<file path="config.mk">
export PLATFORM = sky130hd
export DESIGN_NAME = combo_lock_ctrl
export DESIGN_NICKNAME = d
export VERILOG_FILES = /design/src/rtl/combo_lock_pkg.sv /design/src/rtl/rise_detect.sv /design/src/rtl/combo_lock_ctrl.sv
export SDC_FILE = /design/constraint.sdc
export NUM_CORES = 1
export LEC_CHECK = 0
export ABC_AREA = 1
export BUFFER_PORTS_ARGS = -buffer_cell sky130_fd_sc_hd__buf_2
export CORE_AREA = 3 3 45 78
export DETAILED_ROUTE_END_ITERATION = 10
export DIE_AREA = 0 0 48 81
export PLACE_DENSITY_LB_ADDON = 0.08
export SYNTH_ARGS = -nofsm -noshare
export SYNTH_HDL_FRONTEND = slang
export SYNTH_HIERARCHICAL = 1
export SYNTH_SLANG_ARGS = --single-unit
</file>
<file path="constraint.sdc">
create_clock -name Clock -period 1.76 [get_ports Clock]
set_clock_uncertainty 0.1 [all_clocks]
set_input_delay 0.088 -clock Clock [delete_from_list [all_inputs] [get_ports Clock]]
set_output_delay 0.088 -clock Clock [all_outputs]
set_load 0.01 [all_outputs]
</file>
<file path="src/rtl/combo_lock_pkg.sv">
// Shared state type, reset combination and helpers for the combination-lock controller.
package combo_lock_pkg;

    typedef enum logic [2:0] {
        IDLE,
        OPEN,
        CHG_NEW,
        CHG_CONFIRM,
        LOCKOUT
    } state_t;

    localparam logic [3:0] DEFAULT_COMBO = 4'b0110;

    // Saturating increment of the failure counter.
    function automatic logic [1:0] sat_inc(input logic [1:0] value, input logic [1:0] limit);
        return (value >= limit) ? limit : value + 2'd1;
    endfunction

endpackage

</file>
<file path="src/rtl/rise_detect.sv">
// Registered rising-edge detector; the history register resets high so a level
// held through reset never reads as an edge.
module rise_detect (
    input  logic Clock,
    input  logic Resetn,
    input  logic level,
    output logic rise
);

    logic level_q;

    always_ff @(posedge Clock or negedge Resetn) begin
        if (!Resetn) level_q <= 1'b1;
        else         level_q <= level;
    end

    assign rise = level & ~level_q;

endmodule

</file>
<file path="src/rtl/combo_lock_ctrl.sv">
// Combination-lock controller: open, change-combination and lockout handling
// driven by edge events on the Enter and Change keys.
module combo_lock_ctrl
    import combo_lock_pkg::*;
#(
    parameter logic [3:0]  DEFAULT_COMBO  = combo_lock_pkg::DEFAULT_COMBO,
    parameter int unsigned MAX_ATTEMPTS   = 3,
    parameter int unsigned OPEN_CYCLES    = 16,
    parameter int unsigned LOCKOUT_CYCLES = 64
) (
    input  logic       Clock,
    input  logic       Resetn,
    input  logic [3:0] X,
    input  logic       Enter,
    input  logic       Change,
    output logic       Open,
    output logic       Alarm,
    output logic       New,
    output logic       Fail,
    output logic       Done,
    output logic [1:0] Attempts
);

    localparam int unsigned TIMER_MAX = (OPEN_CYCLES > LOCKOUT_CYCLES) ? OPEN_CYCLES : LOCKOUT_CYCLES;
    localparam int unsigned TIMER_W   = $clog2(TIMER_MAX + 1);
    localparam logic [1:0]  ATTEMPT_LIMIT = 2'(MAX_ATTEMPTS);
    localparam logic [TIMER_W-1:0] OPEN_LAST = TIMER_W'(OPEN_CYCLES - 1);
    localparam logic [TIMER_W-1:0] LOCK_LAST = TIMER_W'(LOCKOUT_CYCLES - 1);

    state_t             state;
    logic [3:0]         combo;
    logic [3:0]         pending;
    logic [TIMER_W-1:0] timer;
    logic               enter_rise;
    logic               change_rise;
    logic               enter_ev;
    logic               change_ev;
    logic [1:0]         attempts_next;

    rise_detect u_enter_rise (
        .Clock  (Clock),
        .Resetn (Resetn),
        .level  (Enter),
        .rise   (enter_rise)
    );

    rise_detect u_change_rise (
        .Clock  (Clock),
        .Resetn (Resetn),
        .level  (Change),
        .rise   (change_rise)
    );

    // A coincident Change edge is dropped in favour of Enter.
    assign enter_ev      = enter_rise;
    assign change_ev     = change_rise & ~enter_rise;
    assign attempts_next = sat_inc(Attempts, ATTEMPT_LIMIT);

    always_ff @(posedge Clock or negedge Resetn) begin
        if (!Resetn) begin
            state    <= IDLE;
            combo    <= DEFAULT_COMBO;
            pending  <= '0;
            timer    <= '0;
            Attempts <= '0;
            Fail     <= 1'b0;
            Done     <= 1'b0;
        end else begin
            Fail <= 1'b0;
            Done <= 1'b0;
            case (state)
                IDLE: begin
                    if (enter_ev || change_ev) begin
                        if (X == combo) begin
                            Attempts <= '0;
                            timer    <= '0;
                            state    <= enter_ev ? OPEN : CHG_NEW;
                        end else begin
                            Fail     <= 1'b1;
                            Attempts <= attempts_next;
                            if (attempts_next == ATTEMPT_LIMIT) begin
                                timer <= '0;
                                state <= LOCKOUT;
                            end
                        end
                    end
                end
                OPEN: begin
                    if (enter_ev || timer == OPEN_LAST) begin
                        timer <= '0;
                        state <= IDLE;
                    end else begin
                        timer <= timer + TIMER_W'(1);
                    end
                end
                CHG_NEW: begin
                    if (enter_ev) begin
                        pending <= X;
                        state   <= CHG_CONFIRM;
                    end else if (change_ev) begin
                        state <= IDLE;
                    end
                end
                CHG_CONFIRM: begin
                    if (enter_ev) begin
                        if (X == pending) begin
                            combo <= pending;
                            Done  <= 1'b1;
                        end else begin
                            Fail <= 1'b1;
                        end
                        state <= IDLE;
                    end else if (change_ev) begin
                        state <= IDLE;
                    end
                end
                LOCKOUT: begin
                    if (timer == LOCK_LAST) begin
                        timer    <= '0;
                        Attempts <= '0;
                        state    <= IDLE;
                    end else begin
                        timer <= timer + TIMER_W'(1);
                    end
                end
                default: begin
                    timer <= '0;
                    state <= IDLE;
                end
            endcase
        end
    end

    assign Open  = (state == OPEN);
    assign Alarm = (state == LOCKOUT);
    assign New   = (state == CHG_NEW) || (state == CHG_CONFIRM);

endmodule

</file>
==> reports/metrics.yaml, run 1 <==
sta:
  max_clock_freq_mhz: 638
  final.period_utilization: 0.891
  slew_headroom: 0.646
  holdWs_ns: 0.0141
  hold_viol: 0
  tightestPinTransition_ns: 0.531
  maxSlewViolCount: 0
  rsz0062_at_grt: "no"
  finalCriticalPeriod_ns: 1.57
  final.setup.worst_slack_ns: 0.192
  finalSetupTns_ns: 0
  finalSetupViolations: 0
drt:
  drt-total-wl_mm: 2.81
  via_count: 1137
  drt_pass1_iterations: 4
  drc_errors: 0
  drtIter0Drc: 17
  vias_per_cell: 5.10
  final_antenna_net_count: 0
  wl_per_cell_um: 12.6
min_path:
  hp-start: "X[1]"
  hold_end: "pending[1]$_DFFE_PN0P_"
  min_path_cells: 3
  hp-class: "input pin to flip-flop"
place:
  gp_congestion: 0.797
  io_buffers: 14
  pre_cts_ws_ns: 0.182
  post-dp-hpwl_mm: 2.28
synth:
  synth_area_mm2: 0.00132
  avgSynthCellArea_um2: 7.57
  syn_inst: 174
  synth_top_family_by_area: "simple AND/OR/NAND/NOR gates"
  yosysSeqAreaShare: 0.460
  synthMostInstantiatedCell: "nand2_1"
  synth_edf_count: 0
  synthAdderAreaFrac: 0.00950
  synthTopCellsByArea: "dfrtp_1, nand2_1, dfstp_2, inv_1, xor2_1"
  syn-num-nets: 183
  synth-compound-area-share: 0.0722
  yosys.area.top_type: "dfrtp_1"
  async_flop_share: 1.00
  synth-simple-area-share: 0.329
  synth_commonest_cells: "nand2_1, inv_1, dfrtp_1"
  muxShareOfSynthArea: 0
  synthFlopType: "dfrtp_1"
  ys_warn_count: 6
  ys_ff_latch: 24
  ys_types: 22
  synth-xor-area-share: 0.0465
  yosysTopAreaCellShare: 0.380
final_layout:
  area_growth_pct: 15.7
  drive_gt1_frac: 0.205
  diodes: 0
  nNetsFinal: 205
global_route:
  grt_pass1_wl_mm: 4.90
  grt.total_usage: 0.174
  grt_overflow: 0
  grt_pass1_vias: 1161
  grt_antenna_before_repair: 0
  grt_max_degree: 25
clock_network:
  h-tree-depth: 1
  cts_tree: "done"
  postCtsHoldBufs: 3
  clkTransAtPathRegs_ns: 0.09
  cts.sinks: 24
  post_cts_resized: 0
  clk_path_buf_depth: 2
  numCtsBuffers: 3
  worst_skew_pair.late_latency_ns: 0.27
  cts_setup_buffers: 0
  cts_root_buffer: "clkbuf_8"
setup_path:
  cp.arrival_ns: 1.63
  worstPathRequired_ns: 1.83
  critPathKind: "flip-flop to flip-flop"
  cp-end-kind: "flip-flop"
  crit_path_start_kind: "flip-flop"
  worst-path-max-fanout: 7
  cpMostUsedCell: "nand2_1"
  reg2reg_from: "combo[1]$_DFFE_PN1P_"
  reg2reg_slack_ns: 0.19
  cpMaxStageDelayCell: "dfstp_2"
  timing.rr.end: "timer[0]$_DFFE_PN0P_"
  cp_cell_sequence: "inv_1 -> nand2_1 -> nand2_1 -> nor2_2 -> nand2_1 -> nand3_2 -> nand3_2 -> nand2_1 -> nand2_1"
  worst_r2r_path_depth: 9
  max_stage_delay_ns: 0.54
power_and_ir_drop:
  p_per_area_mw_per_mm2: 728
  p_leak_nw: 0.795
  irDropWorstVdd_mv: 0.432
outcome:
  status: "finished clean"
floorplan:
  coreArea_mm2: 0.00293
  die_area_mm2: 0.00389
  initial_utilization: 0.450
  rows: 26
  die_w_um: 48
  io_pins: 15
  die_y_um: 81
flow_run:
  maxCapViolations: 0
[logic make-up (layout without fill, tap and decap cells)]
group | Yosys count | after routing
AND/OR/NAND/NOR | 95 | 95
adder cells (fa/ha/maj) | 1 | 1
buffers and inverters | 29 | 50
flip-flops | 24 | 24
XOR/XNOR | 7 | 7
AO/OA/AOI/OAI | 18 | 18
[area by class of cell]
| class | count | area, µm² |
|---|---|---|
| fillers | 296 | 1400 |
| flip-flops and latches | 24 | 606 |
| multi-input cells | 121 | 602 |
| inverters | 29 | 110 |
| repair buffers | 17 | 100 |
| clock buffers | 3 | 41.3 |
| well taps | 28 | 35.0 |
| clock inverters | 1 | 30.0 |
[registers in the layout (all words and copies together) (netlist names)]
register               count
Attempts                   2
Done                       1
Fail                       1
combo                      4
pending                    4
state                      3
timer                      7
u_change_rise/level_q      1
u_enter_rise/level_q       1
[cells in the final DEF, fill, tap and decap left out]
cell type	synthesis	routed
o21ai_1	1	1
nor3_1	1	1
nand3_2	3	3
inv_2	5	5
nand2_1	57	57
nor3_2	1	1
bufinv_16	0	1
dlygate4sd3_1	0	3
o221ai_1	1	1
dfrtp_1	20	20
o22ai_1	1	1
inv_1	23	23
nor2_4	2	2
dfstp_2	4	4
clkinv_2	1	1
nor2_2	6	6
buf_2	0	14
nand4_1	3	3
xor2_1	7	7
or2_0	2	2
o21ai_0	11	11
nor2_1	14	14
ha_1	1	1
a21oi_1	4	4
nand3_1	6	6
clkbuf_8	0	3
[critical path, delay by kind of cell (launching register included)]
family | cells | cell delay, ns
flip-flops | 1 | 0.54
AND/OR/NAND/NOR | 8 | 0.79
buffers and inverters | 1 | 0.05
[metal layers]
layer	global-route usage	part of all wire	routed length, µm
met2	0.338	0.57	1600
met1	0.175	0.39	1080
met4	0.0647	0.025	69
met5	0	0	0
met3	0.0133	0.019	53
[worst max path at each step]
stage                                     from                   end  slack [ns]  cells past startpoint
after floorplan           timer[0]$_DFFE_PN0P_  timer[3]$_DFFE_PN0P_        0.36                      7
after global placement    combo[1]$_DFFE_PN1P_  timer[1]$_DFFE_PN0P_        0.21                      9
after detailed placement  timer[0]$_DFFE_PN0P_  timer[6]$_DFFE_PN0P_        0.18                      8
after CTS                                Enter  timer[0]$_DFFE_PN0P_        0.17                     11
after global routing      combo[1]$_DFFE_PN1P_  timer[4]$_DFFE_PN0P_        0.03                      9
final                     combo[1]$_DFFE_PN1P_  timer[0]$_DFFE_PN0P_        0.19                      9
[report_power, final]
part	leakage (nW)	total, mW	switching, mW	internal (mW)
combinational	0.473	0.0584	0.0383	0.0201
clock	0.0357	0.492	0.188	0.304
sequential	0.287	0.559	0.00186	0.557
[metrics by stage]
stage                     cells  instance area [µm²]  power (mW)  utilization
final                       223                 1520        1.11        0.521
after global routing        223                 1520        1.15        0.521
after CTS                   223                 1520        1.12        0.521
after detailed placement    216                 1420       0.625        0.486
after global placement      216                 1420       0.623        0.486
after floorplan             174                 1320       0.596            -
Power figures use the tool's default switching activity.
==> run 2: changes to the inputs <==
--- a/config.mk
+++ b/config.mk
@@ -6,5 +6,5 @@
 export NUM_CORES = 1
 export LEC_CHECK = 0
-export ABC_AREA = 1
+export ABC_AREA = 0
 export BUFFER_PORTS_ARGS = -buffer_cell sky130_fd_sc_hd__buf_2
 export CORE_AREA = 3 3 45 78
--- a/constraint.sdc
+++ b/constraint.sdc
@@ -3,3 +3,3 @@
 set_input_delay 0.088 -clock Clock [delete_from_list [all_inputs] [get_ports Clock]]
 set_output_delay 0.088 -clock Clock [all_outputs]
-set_load 0.01 [all_outputs]
+set_load 0.005 [all_outputs]
==> run 2 against run 1 <==
  * The run now ends with setup timing left
  * Cell count down 9.9%
  * Hold slack worse by 0.0055 ns
  * Combinational power up 33%
  * Die area unchanged
  * Clock-buffer cell count unchanged
  * Routed wire length up 21%
  * Cell area up 23%
  * Global-route usage up 1.7 points
  * Non-clock buffer count up 34
  * First-iteration DRC count up 65%
  * Area after synthesis up 0.38%
  * Critical path type unchanged
  * Largest power group unchanged
==> reports/metrics.yaml, run 2 <==
outcome:
  status: "complete, but fails checks"
  violations: "setup timing"
floorplan:
  die_area_mm2: 0.00389
  initial_utilization: 0.452
  die_w_um: 48
  die_y_um: 81
  rows: 26
  io_pins: 15
  coreArea_mm2: 0.00293
clock_network:
  numCtsBuffers: 3
  cts_tree: "done"
  worst_skew_pair.late_latency_ns: 0.27
  h-tree-depth: 1
  cts_root_buffer: "clkbuf_8"
  cts.sinks: 24
  clkTransAtPathRegs_ns: 0.09
  clk_path_buf_depth: 2
synth:
  syn-num-nets: 134
  syn_inst: 125
  synth_commonest_cells: "dfrtp_1, mux2_2, xor2_1"
  yosysSeqAreaShare: 0.458
  ys_ff_latch: 24
  synthFlopType: "dfrtp_1"
  synth_area_mm2: 0.00132
  synth_edf_count: 0
  avgSynthCellArea_um2: 10.6
  async_flop_share: 1.00
  ys_warn_count: 6
  yosysTopAreaCellShare: 0.378
  synthMostInstantiatedCell: "dfrtp_1"
  synthTopCellsByArea: "dfrtp_1, dfstp_2, mux2_2, xor2_1, o21ai_0"
  yosys.area.top_type: "dfrtp_1"
  ys_types: 49
setup_path:
  crit_end: "timer[3]$_DFFE_PN0P_"
  reg2reg_slack_ns: -0.07
  timing.rr.end: "timer[3]$_DFFE_PN0P_"
  crit_path_start_kind: "flip-flop"
  cp-end-kind: "flip-flop"
  max_stage_delay_ns: 0.56
  cpMaxStageDelayCell: "dfstp_2"
  critPathKind: "flip-flop to flip-flop"
  worst-path-max-fanout: 4
  worstPathRequired_ns: 1.82
  cp.arrival_ns: 1.89
  worst_r2r_path_depth: 4
  cp_cell_sequence: "xor2_2 -> o41a_1 -> or2_4 -> a221o_1"
  reg2reg_from: "combo[2]$_DFFE_PN1P_"
  crit_start: "combo[2]$_DFFE_PN1P_"
sta:
  rsz0062_at_grt: "yes"
  holdWs_ns: 0.00866
  final.setup.worst_slack_ns: -0.0745
  final.period_utilization: 1.04
  finalSetupTns_ns: -0.106
  slew_headroom: 0.648
  maxSlewViolCount: 0
  finalSetupViolations: 4
  finalCriticalPeriod_ns: 1.83
  tightestPinTransition_ns: 0.528
  hold_viol: 0
  max_clock_freq_mhz: 545
drt:
  drt_pass1_iterations: 4
  drtIter0Drc: 28
  vias_per_cell: 5.69
  drc_errors: 0
  wl_per_cell_um: 16.8
  drt-total-wl_mm: 3.39
  via_count: 1144
  final_antenna_net_count: 0
place:
  placed_cells: 186
  gp_congestion: 0.792
  placed_area_mm2: 0.00160
  pre_cts_ws_ns: -0.0970
  io_buffers: 14
  post-dp-hpwl_mm: 2.58
power_and_ir_drop:
  irDropWorstVdd_mv: 0.477
  finalPower_mw: 1.13
  p_leak_nw: 0.891
  p_per_area_mw_per_mm2: 605
global_route:
  grt_overflow: 0
  use_met1: 0.172
  met2_usage: 0.382
  grt_max_degree: 25
  grt_pass1_vias: 1146
  grt.total_usage: 0.192
  grt_antenna_before_repair: 0
  grt_pass1_wl_mm: 5.21
  use_met3: 0.0200
  grt.busiest_layer: "met2"
final_layout:
  utilization: 0.638
  design_area_mm2: 0.00187
  final_common_cell: "buf_4"
  area_growth_pct: 41.2
  stdcell_count: 201
  nNetsFinal: 183
  top_register: "timer"
  drive_gt1_frac: 0.491
  largest_reg_flops: 7
  layout_common_cells: "buf_4, dfrtp_1, buf_2"
  reg_top3: "timer (7), combo (4), pending (4)"
  diodes: 0
min_path:
  hp-class: "input pin to flip-flop"
  hp-start: "X[3]"
flow_run:
  maxCapViolations: 0
## run 2: logic make-up (layout without fill, tap and decap cells)
family / count (synthesis) / after routing / synth area share
buf+inv: 11 / 59 / 0.0407
xor+xnor: 8 / 8 / 0.0530
mux: 9 / 9 / 0.0766
flops: 24 / 24 / 0.458
simple gates: 39 / 39 / 0.178
fa+ha+maj: 1 / 1 / 0.00946
compound gates: 33 / 33 / 0.184
## run 2: area by class of cell
class	count	area [µm²]
clock buffer	3	41.3
tap	28	35.0
inverter	4	15.0
timing repair buffer	51	364
fill	259	1060
clock inverter	1	30.0
sequential	24	607
multi-input combinational	90	776
## run 2: metal layers
| layer | up-vias | wire length [µm] |
|---|---|---|
| met1 | 562 | 1200 |
| met4 | 0 | 112 |
| met2 | 21 | 2020 |
| li1 | 553 | - |
| met5 | - | 0 |
| met3 | 8 | 61 |
## run 2: worst max-delay path, delay by kind of cell (launching register included)
family / cells / cell delay [ns]
flops: 1 / 0.56
compound gates: 2 / 0.74
xor+xnor: 1 / 0.07
simple gates: 1 / 0.26
## run 2: report_power, final
group	switching, mW	total (mW)	internal, mW
Clock	0.191	0.495	0.304
Sequential	0.00203	0.558	0.555
Combinational	0.0400	0.0776	0.0376
Total	0.233	1.13	0.897
## run 2: how the worst min path moves through the flow
stage / to / slack [ns] / cells after the start
finish: pending[3]$_DFFE_PN0P_ / 0.009 / 2
global route: pending[3]$_DFFE_PN0P_ / 0.02 / 2
CTS: pending[3]$_DFFE_PN0P_ / 0.002 / 2
detailed placement: pending[1]$_DFFE_PN0P_ / -0.0009 / 1
global placement: pending[1]$_DFFE_PN0P_ / 0.003 / 1
floorplan: Attempts[0]$_DFFE_PN0P_ / -0.31 / 0
## run 2: timing repair
| item | 4_1_cts | 5_1_grt |
|---|---|---|
| hold buffers | 5 | 0 |
| endpoints found under the hold margin | 24 | 0 |
| pin swaps | 2 | 6 |
| setup endpoints to repair | 14 | 16 |
| gates resized for setup | 9 | 16 |
| buffers inserted | 1 | 5 |
==> run 3: changes to the inputs <==
CAP_MARGIN = 25   (was unset)
RECOVER_POWER = 100   (was unset)
==> run 3 against run 2 <==
  * The run still ends with setup timing left
  * Clock power increased by 0.8%
  * Sequential power about the same
  * Sequential share of layout area increased by 0.13 points
  * Hold slack hardly changed
  * Flip-flop and latch count is the same
  * Routed wire length increased by 0.59%
  * First-iteration DRC count rose by 3.6%
  * Register-to-register slack about the same
  * Cell area is 0.60% lower
  * Global-route usage unchanged
  * Worst setup slack got worse by 0.0050 ns
  * Clock-buffer cell count stayed put
==> reports/metrics.yaml, run 3 (synthesized netlist as in run 2, its figures left out) <==
sta:
  hold_viol: 0
  final.setup.worst_slack_ns: -0.0795
  rsz0062_at_grt: "yes"
  final.period_utilization: 1.05
  slew_headroom: 0.156
  holdWs_ns: 0.00854
  finalCriticalPeriod_ns: 1.84
  tightestPinTransition_ns: 1.27
  max_clock_freq_mhz: 544
  maxSlewViolCount: 0
  finalSetupViolations: 9
  finalSetupTns_ns: -0.229
min_path:
  hp-class: "input pin to flip-flop"
drt:
  wl_per_cell_um: 16.9
  drtIter0Drc: 29
  via_count: 1151
  final_antenna_net_count: 0
  drc_errors: 0
  drt-total-wl_mm: 3.41
  vias_per_cell: 5.73
  drt_pass1_iterations: 4
clock_network:
  cts_tree: "done"
  worst_skew_pair.late_latency_ns: 0.27
  clk_path_buf_depth: 2
  h-tree-depth: 1
  cts_root_buffer: "clkbuf_8"
  clkTransAtPathRegs_ns: 0.10
  numCtsBuffers: 3
  cts.sinks: 24
setup_path:
  worstPathRequired_ns: 1.82
  critPathKind: "flip-flop to flip-flop"
  cp_cell_sequence: "buf_6 -> inv_1 -> o41ai_1 -> nand2_1 -> mux2_2"
  worst-path-max-fanout: 7
  crit_path_start_kind: "flip-flop"
  cp.arrival_ns: 1.90
  cp-end-kind: "flip-flop"
  cpMaxStageDelayCell: "dfrtp_1"
  max_stage_delay_ns: 0.51
power_and_ir_drop:
  p_per_area_mw_per_mm2: 610
  sw_frac_of_total: 0.209
  irDropWorstVdd_mv: 0.479
  p_int_mw: 0.897
  combPwrFrac: 0.068
  seq_power_share: 0.492
  p_leak_nw: 0.869
  clkPwrFrac: 0.440
  p_switching_mw: 0.237
global_route:
  grt_max_degree: 25
  grt.total_usage: 0.192
  grt_overflow: 0
  grt_antenna_before_repair: 0
  grt_pass1_vias: 1146
  grt_pass1_wl_mm: 5.21
floorplan:
  die_y_um: 81
  initial_utilization: 0.452
  coreArea_mm2: 0.00293
  die_area_mm2: 0.00389
  die_w_um: 48
  io_pins: 15
  rows: 26
final_layout:
  nNetsFinal: 183
  diodes: 0
  reg_top3: "timer (7), combo (4), pending (4)"
  layout_common_cells: "buf_4, dfrtp_1, buf_2"
  top_register: "timer"
  largest_reg_flops: 7
  area_growth_pct: 40.4
  final_common_cell: "buf_4"
  drive_gt1_frac: 0.451
flow_run:
  maxCapViolations: 0
outcome:
  status: "complete, but fails checks"
  violations: "setup timing"
place:
  post-dp-hpwl_mm: 2.58
  io_buffers: 14
  gp_congestion: 0.792
  pre_cts_ws_ns: -0.0970
==> run 3: cell count changes in the layout (fill, tap and decap cells not counted), sizes merged <==
cell    previous run  this run
clkbuf             3        10
buf               46        39
==> run 3: final cells by class <==
| cell class | count | area, µm² |
|---|---|---|
| clock buffer | 3 | 41.3 |
| clock inverter | 1 | 30.0 |
| fill | 264 | 1070 |
| inverter | 4 | 15.0 |
| multi-input combinational | 90 | 776 |
| sequential | 24 | 606 |
| tap | 28 | 35.0 |
| timing repair buffer | 51 | 354 |
==> run 3: timing repair <==
action / in CTS / in global routing
resized for setup: 9 / 16
endpoints found under the setup margin: 14 / 16
pin swaps: 2 / 6
buffers inserted: 1 / 5
gates cloned: 0 / 0
hold buffers: 5 / 0
hold endpoints to repair: 24 / 0
==> run 3: critical path, delay by kind of cell (launching register included) <==
family / cells / cell delay (ns)
AO/OA/AOI/OAI: 1 / 0.46
buffers and inverters: 2 / 0.21
flip-flops: 1 / 0.51
multiplexers: 1 / 0.29
AND/OR/NAND/NOR: 1 / 0.15
==> run 3: power groups by stage <==
stage	clock [mW]	sequential, mW	combinational, mW
after floorplan	0	0.568	0.0209
after global placement	0	0.568	0.0589
after detailed placement	0	0.568	0.0598
after CTS	0.503	0.558	0.0727
after global routing	0.523	0.558	0.0846
final	0.499	0.558	0.0767
==> run 3: final timing paths <==
check | endpoint | slack, ns | cells past startpoint | from
setup / recovery | Attempts[0]$_DFFE_PN0P_ | -0.08 | 5 | state[2]$_DFFE_PN0P_
hold / removal | pending[3]$_DFFE_PN0P_ | 0.009 | 2 | X[3]
setup reg to reg | Attempts[0]$_DFFE_PN0P_ | -0.08 | 5 | state[2]$_DFFE_PN0P_
hold reg to reg | combo[3]$_DFFE_PN0P_ | 0.45 | 1 | combo[3]$_DFFE_PN0P_
max in group asynchronous | timer[6]$_DFFE_PN0P_ | 0.31 | 2 | Resetn
min in group asynchronous | state[2]$_DFFE_PN0P_ | 0.50 | 2 | Resetn
==> run 3: layer usage <==
| layer | GRT usage | routed length, µm | vias up |
|---|---|---|---|
| li1 | - | - | 553 |
| met1 | 0.172 | 1200 | 572 |
| met2 | 0.382 | 2030 | 18 |
| met3 | 0.0200 | 61 | 8 |
| met4 | 0.0836 | 112 | 0 |
| met5 | 0 | 0 | - |
==> run 3: through the flow <==
stage	power, mW	instances	instance area [µm²]	util
2_1_floorplan	0.589	125	1340	-
3_3_place_gp	0.627	186	1600	0.545
3_5_place_dp	0.628	186	1600	0.545
4_1_cts	1.13	196	1760	0.601
5_1_grt	1.17	201	1860	0.634
6_report	1.13	201	1860	0.634
